### src/rtl/mem_access_if.sv
// mem_access_if: data-memory req/ack bus between the MEM stage (master) and data memory (slave).
interface mem_access_if;
    logic        dmem_req;
    logic        dmem_we;
    logic [31:0] dmem_addr;
    logic [31:0] dmem_wdata;
    logic        dmem_ack;
    logic [31:0] dmem_rdata;
    modport master (output dmem_req, dmem_we, dmem_addr, dmem_wdata, input dmem_ack, dmem_rdata);
    modport slave  (input dmem_req, dmem_we, dmem_addr, dmem_wdata, output dmem_ack, dmem_rdata);
endinterface

### src/rtl/mem_access.sv
// mem_access: MEM stage issuing LW/LB/SW over a req/ack bus with timeout abort.
// Optional macro MEM_ALIGN_CHECK_EN traps misaligned LW/SW instead of issuing them.
module mem_access #(
    parameter int TIMEOUT_CYCLES = 255
) (
    input  logic                clk,
    input  logic                rst,
    input  logic [3:0]          mem_op,
    input  logic [31:0]         mem_addr,
    input  logic [31:0]         mem_data,
    input  logic [4:0]          wb_write_reg,
    input  logic [31:0]         wb_write_data,
    input  logic                wb_we,
    output logic                stall_req,
    mem_access_if.master        dmem,
    output logic                wb_we_o,
    output logic [4:0]          wb_write_reg_o,
    output logic [31:0]         wb_write_data_o,
    output logic                bus_err,
    output logic                misalign
);
    localparam logic [3:0] MEM_NOP_OP = 4'd0;
    localparam logic [3:0] MEM_LW_OP  = 4'd1;
    localparam logic [3:0] MEM_SW_OP  = 4'd2;
    localparam logic [3:0] MEM_LB_OP  = 4'd3;
    localparam int CW = $clog2(TIMEOUT_CYCLES + 1);

    typedef enum logic {IDLE, BUSY} state_t;

    state_t        state_q;
    logic [CW-1:0] cnt_q, cnt_d;
    logic          req_q, we_q, wb_we_q, bus_err_q, misalign_q;
    logic [31:0]   addr_q, wdata_q, wb_data_q;
    logic [4:0]    wb_reg_q;
    logic          is_nop, is_ld, is_mem, mis, timeout;
    logic [7:0]    byte_sel;
    logic [31:0]   ld_data;

    always_comb begin
        is_nop   = mem_op == MEM_NOP_OP;
        is_ld    = mem_op == MEM_LW_OP || mem_op == MEM_LB_OP;
        is_mem   = !is_nop && (is_ld || mem_op == MEM_SW_OP);
`ifdef MEM_ALIGN_CHECK_EN
        mis      = (mem_op == MEM_LW_OP || mem_op == MEM_SW_OP) && mem_addr[1:0] != 2'b00;
`else
        mis      = 1'b0;
`endif
        cnt_d    = cnt_q + 1'b1;
        timeout  = cnt_d == CW'(TIMEOUT_CYCLES);
        byte_sel = dmem.dmem_rdata[{mem_addr[1:0], 3'b000} +: 8];
        ld_data  = mem_op == MEM_LB_OP ? {{24{byte_sel[7]}}, byte_sel} : dmem.dmem_rdata;
        stall_req = state_q == BUSY ? ~dmem.dmem_ack : is_mem && !mis;
    end

    // Upstream holds mem_op/mem_addr/wb_* stable while stalled, so they are read live at ack.
    always_ff @(posedge clk or negedge rst) begin
        if (!rst) begin
            state_q    <= IDLE;
            cnt_q      <= '0;
            req_q      <= 1'b0;
            we_q       <= 1'b0;
            addr_q     <= '0;
            wdata_q    <= '0;
            wb_we_q    <= 1'b0;
            wb_reg_q   <= '0;
            wb_data_q  <= '0;
            bus_err_q  <= 1'b0;
            misalign_q <= 1'b0;
        end else begin
            bus_err_q  <= 1'b0;
            misalign_q <= 1'b0;
            if (state_q == IDLE) begin
                if (is_mem && !mis) begin
                    state_q <= BUSY;
                    cnt_q   <= '0;
                    req_q   <= 1'b1;
                    we_q    <= mem_op == MEM_SW_OP;
                    addr_q  <= {mem_addr[31:2], 2'b00};
                    wdata_q <= mem_data;
                    wb_we_q <= 1'b0;
                end else begin
                    misalign_q <= mis;
                    wb_we_q    <= mis ? 1'b0 : wb_we;
                    wb_reg_q   <= wb_write_reg;
                    wb_data_q  <= wb_write_data;
                end
            end else if (dmem.dmem_ack) begin
                state_q   <= IDLE;
                req_q     <= 1'b0;
                wb_we_q   <= wb_we;
                wb_reg_q  <= wb_write_reg;
                wb_data_q <= mem_op == MEM_SW_OP ? 32'd0 : ld_data;
            end else if (timeout) begin
                state_q   <= IDLE;
                req_q     <= 1'b0;
                bus_err_q <= 1'b1;
                wb_we_q   <= is_ld && wb_we;
                wb_reg_q  <= wb_write_reg;
                wb_data_q <= '0;
            end else begin
                cnt_q   <= cnt_d;
                wb_we_q <= 1'b0;
            end
        end
    end

    assign dmem.dmem_req   = req_q;
    assign dmem.dmem_we    = we_q;
    assign dmem.dmem_addr  = addr_q;
    assign dmem.dmem_wdata = wdata_q;
    assign wb_we_o         = wb_we_q;
    assign wb_write_reg_o  = wb_reg_q;
    assign wb_write_data_o = wb_data_q;
    assign bus_err         = bus_err_q;
    assign misalign        = misalign_q;
endmodule

### src/flat_wrapper.sv
// flat-port wrapper written by rule: the top's interface ports become plain ports
module mem_access_flat 
#(
    parameter int TIMEOUT_CYCLES = 255
)
  (clk, rst, mem_op, mem_addr, mem_data, wb_write_reg, wb_write_data, wb_we, stall_req, wb_we_o, wb_write_reg_o, wb_write_data_o, bus_err, misalign, dmem_dmem_req, dmem_dmem_we, dmem_dmem_addr, dmem_dmem_wdata, dmem_dmem_ack, dmem_dmem_rdata);
  mem_access_if dmem_i ();
  input  logic clk;
  input  logic rst;
  input  logic [3:0] mem_op;
  input  logic [31:0] mem_addr;
  input  logic [31:0] mem_data;
  input  logic [4:0] wb_write_reg;
  input  logic [31:0] wb_write_data;
  input  logic wb_we;
  output logic stall_req;
  output logic wb_we_o;
  output logic [4:0] wb_write_reg_o;
  output logic [31:0] wb_write_data_o;
  output logic bus_err;
  output logic misalign;
  output wire logic [$bits(dmem_i.dmem_req)-1:0] dmem_dmem_req;
  output wire logic [$bits(dmem_i.dmem_we)-1:0] dmem_dmem_we;
  output wire logic [$bits(dmem_i.dmem_addr)-1:0] dmem_dmem_addr;
  output wire logic [$bits(dmem_i.dmem_wdata)-1:0] dmem_dmem_wdata;
  input wire logic [$bits(dmem_i.dmem_ack)-1:0] dmem_dmem_ack;
  input wire logic [$bits(dmem_i.dmem_rdata)-1:0] dmem_dmem_rdata;
  assign dmem_dmem_req = dmem_i.dmem_req;
  assign dmem_dmem_we = dmem_i.dmem_we;
  assign dmem_dmem_addr = dmem_i.dmem_addr;
  assign dmem_dmem_wdata = dmem_i.dmem_wdata;
  assign dmem_i.dmem_ack = dmem_dmem_ack;
  assign dmem_i.dmem_rdata = dmem_dmem_rdata;
  mem_access #(.TIMEOUT_CYCLES(TIMEOUT_CYCLES)) u_core (.clk(clk), .rst(rst), .mem_op(mem_op), .mem_addr(mem_addr), .mem_data(mem_data), .wb_write_reg(wb_write_reg), .wb_write_data(wb_write_data), .wb_we(wb_we), .stall_req(stall_req), .dmem(dmem_i), .wb_we_o(wb_we_o), .wb_write_reg_o(wb_write_reg_o), .wb_write_data_o(wb_write_data_o), .bus_err(bus_err), .misalign(misalign));
endmodule
### config.mk
export PLATFORM = sky130hd
export DESIGN_NAME = mem_access_flat
export DESIGN_NICKNAME = d
export VERILOG_FILES = /design/src/rtl/mem_access_if.sv /design/src/rtl/mem_access.sv /design/src/flat_wrapper.sv
export SDC_FILE = /design/constraint.sdc
export NUM_CORES = 1
export LEC_CHECK = 0
export ABC_AREA = 1
export CORE_MARGIN = 5
export CORE_UTILIZATION = 46
export CTS_CLUSTER_DIAMETER = 120
export DETAILED_ROUTE_END_ITERATION = 10
export GPL_TIMING_DRIVEN = 0
export PLACE_DENSITY_LB_ADDON = 0.12
export SLEW_MARGIN = 40
export SYNTH_ARGS = -nofsm -noshare
export SYNTH_HDL_FRONTEND = slang
export SYNTH_SLANG_ARGS = --single-unit
### constraint.sdc
create_clock -name clk -period 2.65 [get_ports clk]
set_clock_uncertainty 0.15 [all_clocks]
set_input_delay 0.53 -clock clk [delete_from_list [all_inputs] [get_ports clk]]
set_output_delay 0.53 -clock clk [all_outputs]
set_load 0.02 [all_outputs]
==> impl_metrics.toml <==
[status]
status = "finished clean"

[synthesis]
syn_avg_cell_area_um2 = 7.55
synthCells = 759
netlist_area_mm2 = 0.00573
ys_seq_area_frac = 0.489
ys_ff_latch = 112
synthDistinctLibCells = 28
ys_warn_count = 0

[die]
core_mm2 = 0.0121
ios = 248
start_util = 0.473
rows = 40
die-area_mm2 = 0.0148
die_height_um = 122
dieWidth_um = 122

[drt]
vias_per_cell = 4.81
first_pass_iters = 4
drtAntennaViolNets = 0
drc = 0
drtIter0Drc = 327
vias = 5728
drt_wl_total_um = 18500
wl_per_cell_um = 15.5

[timing]
worst_slew_pin_slew_ns = 0.519
relSlewSlack = 0.654
finalMaxSlewViolations = 0
period_needed_ns = 2.48
rsz0062_at_grt = "no"
post-route-period-util = 0.938
fin_setup_tns_ns = 0
fmax_ghz = 0.402
whs_ns = 0.333
worst_slack_ns = 0.165
hold_viol = 0
setup_viol_count_final = 0

[run]
maxCapViolCount = 0

[cts]
clock_latency_ns = 0.36
cts_buffer_depth = 2
cts_tree = "yes"
htreeDepth = 3
cts_sinks = 112
cts_root_buffer = "clkbuf_16"
cts.clk_slew.worst_paths_ns = 0.07
cts_buffers = 9

[critical_path]
crit_path_start_kind = "input port"
endpoint_kind = "output pin"
crit_family = "buffers and inverters"
rr_endpoint = "u_core.wb_write_data_o[13]"
path_common_cell = "inv_2"
cp.required_ns = 1.97
r2r_start = "u_core.cnt_q[0]"
critPathLaunch = "mem_op[0]"
reg2reg_slack_ns = 0.62
crit_chain = "clkdlybuf4s50_1 -> inv_2 -> nand3_2 -> inv_2 -> o21ai_4 -> o21ai_2 -> clkbuf_8 -> buf_2"
cpMaxStageDelayCell = "clkdlybuf4s50_1"
cp_num_buf_inv = 5
path_class = "in -> out"
path_depth = 8
worstPathMaxFanout = 3
worstPathArrival_ns = 1.80
reg2reg_depth = 10
setup.worst_path.end = "stall_req"
cp_slowest_stage_delay_ns = 0.49

[power]
ir_drop_mv = 0.324
p_leak_uw = 0.00441
p_per_area_mw_per_mm2 = 659

[place]
port_buffers = 243
dp_slack_ns = -0.814
place_congestion = 0.905
dp_hpwl_um = 14400

[worst_hold_path]
hold_path_class = "reg -> reg"

[final_layout]
multi_input_area_mm2 = 0.00238
area_growth_pct = 53.1
n_fill_cell = 1016
drive_above_1_share = 0.0802
register_area_mm2 = 0.00280
final_util = 0.724
antenna_cells = 0
nets = 1162

[global_route]
grt_usage = 0.250
antenna_found_initial = 0
grt_pass1_wl_um = 29100
grt_max_degree = 70
gr-total-overflow = 0
grt_pass1_vias = 5679
## Yosys cell counts (all sizes together)
cell	number	area, µm²
dfrtp	112	2800
clkbuf	19	71.3
nor3	2	15.0
a21boi	1	7.51
ha	2	25.0
inv	85	319
o21bai	2	15.0
nor2	27	119
a21oi	7	35.0
conb	1	3.75
nand3	57	398
o211ai	14	105
nand2	330	1250
buf	26	176
o21ai	74	385
## worst min path at each step
stage | from | to | depth (start not counted)
floorplan | rst | u_core.bus_err | 0
global placement | u_core.dmem.dmem_wdata[19] | u_core.dmem.dmem_wdata[19] | 2
detailed placement | rst | u_core.dmem.dmem_addr[28] | 1
CTS | u_core.dmem.dmem_wdata[4] | u_core.dmem.dmem_wdata[4] | 2
global route | u_core.dmem.dmem_wdata[12] | u_core.dmem.dmem_wdata[12] | 2
finish | u_core.dmem.dmem_wdata[1] | u_core.dmem.dmem_wdata[1] | 2
## kinds of logic (layout without fill, tap and decap cells)
family,count (synthesis),in the layout,share of synthesized area
AOI/OAI and AO/OA,98,98,0.0957
and+or+nand+nor,416,416,0.311
adders and majority gates,2,2,0.00437
other,1,3,0.000655
DFF,112,112,0.489
buffers and inverters,130,392,0.0990
## sequential cells by signal (all words and copies together) (netlist names), 5 cells and up
register / count
u_core.cnt_q: 8
u_core.dmem.dmem_wdata: 32
u_core.dmem.dmem_addr: 30
u_core.wb_write_reg_o: 5
u_core.wb_write_data_o: 32
## area by class of cell
| type | instances | area share |
|---|---|---|
| Buffer | 45 | 0.0294 |
| Clock inverter | 5 | 0.00942 |
| Inverter | 85 | 0.0364 |
| Sequential cell | 112 | 0.320 |
| Clock buffer | 10 | 0.0261 |
| Multi-Input combinational cell | 519 | 0.271 |
| Timing Repair Buffer | 247 | 0.284 |
| Tap cell | 168 | 0.0240 |
## tightest hold or removal path, stage by stage, from the launching register on
cell,delay (ns)
dfrtp_1,0.34
nand2_1,0.05
o21ai_0,0.06
## per-layer routing
layer | part of all wire | vias up | GRT usage
met2 | 0.48 | 201 | 0.432
met3 | 0.11 | 23 | 0.0980
met5 | 0 | - | 0
li1 | - | 2868 | -
met4 | 0.015 | 0 | 0.0623
met1 | 0.40 | 2636 | 0.294
## metrics by stage
stage / instance area (µm²) / power [µW] / cells
2_1_floorplan: 5730 / 3210 / 761
3_3_place_gp: 8380 / 4310 / 1172
3_5_place_dp: 8410 / 4360 / 1173
4_1_cts: 8760 / 5830 / 1191
5_1_grt: 8770 / 6080 / 1191
6_report: 8770 / 5780 / 1191
## cell usage in the layout (no fill, tap or decap), drive strengths merged, types with 7 or more instances in the layout
cell           instances
dfrtp                112
a21oi                  7
inv                   85
clkbuf                29
nand3                 57
nor2                  27
o21ai                 74
buf                   31
o211ai                14
nand2                330
clkdlybuf4s50        239
## power breakdown
group / switching [µW] / internal [µW] / leakage, µW / total (µW)
combinational: 1080 / 988 / 0.00286 / 2070
sequential: 204 / 2050 / 0.00140 / 2250
clock: 625 / 826 / 0.000153 / 1450
## timing repair
| action | CTS | global route |
|---|---|---|
| gates cloned | 0 | 0 |
| pin swaps | 1 | 1 |
| setup endpoints to repair | 1 | 1 |
| resized for setup | 8 | 4 |
| hold endpoints to repair | 43 | 0 |
| buffers inserted | 2 | 0 |
| hold buffers | 1 | 0 |
Power figures use the tool's default switching activity.
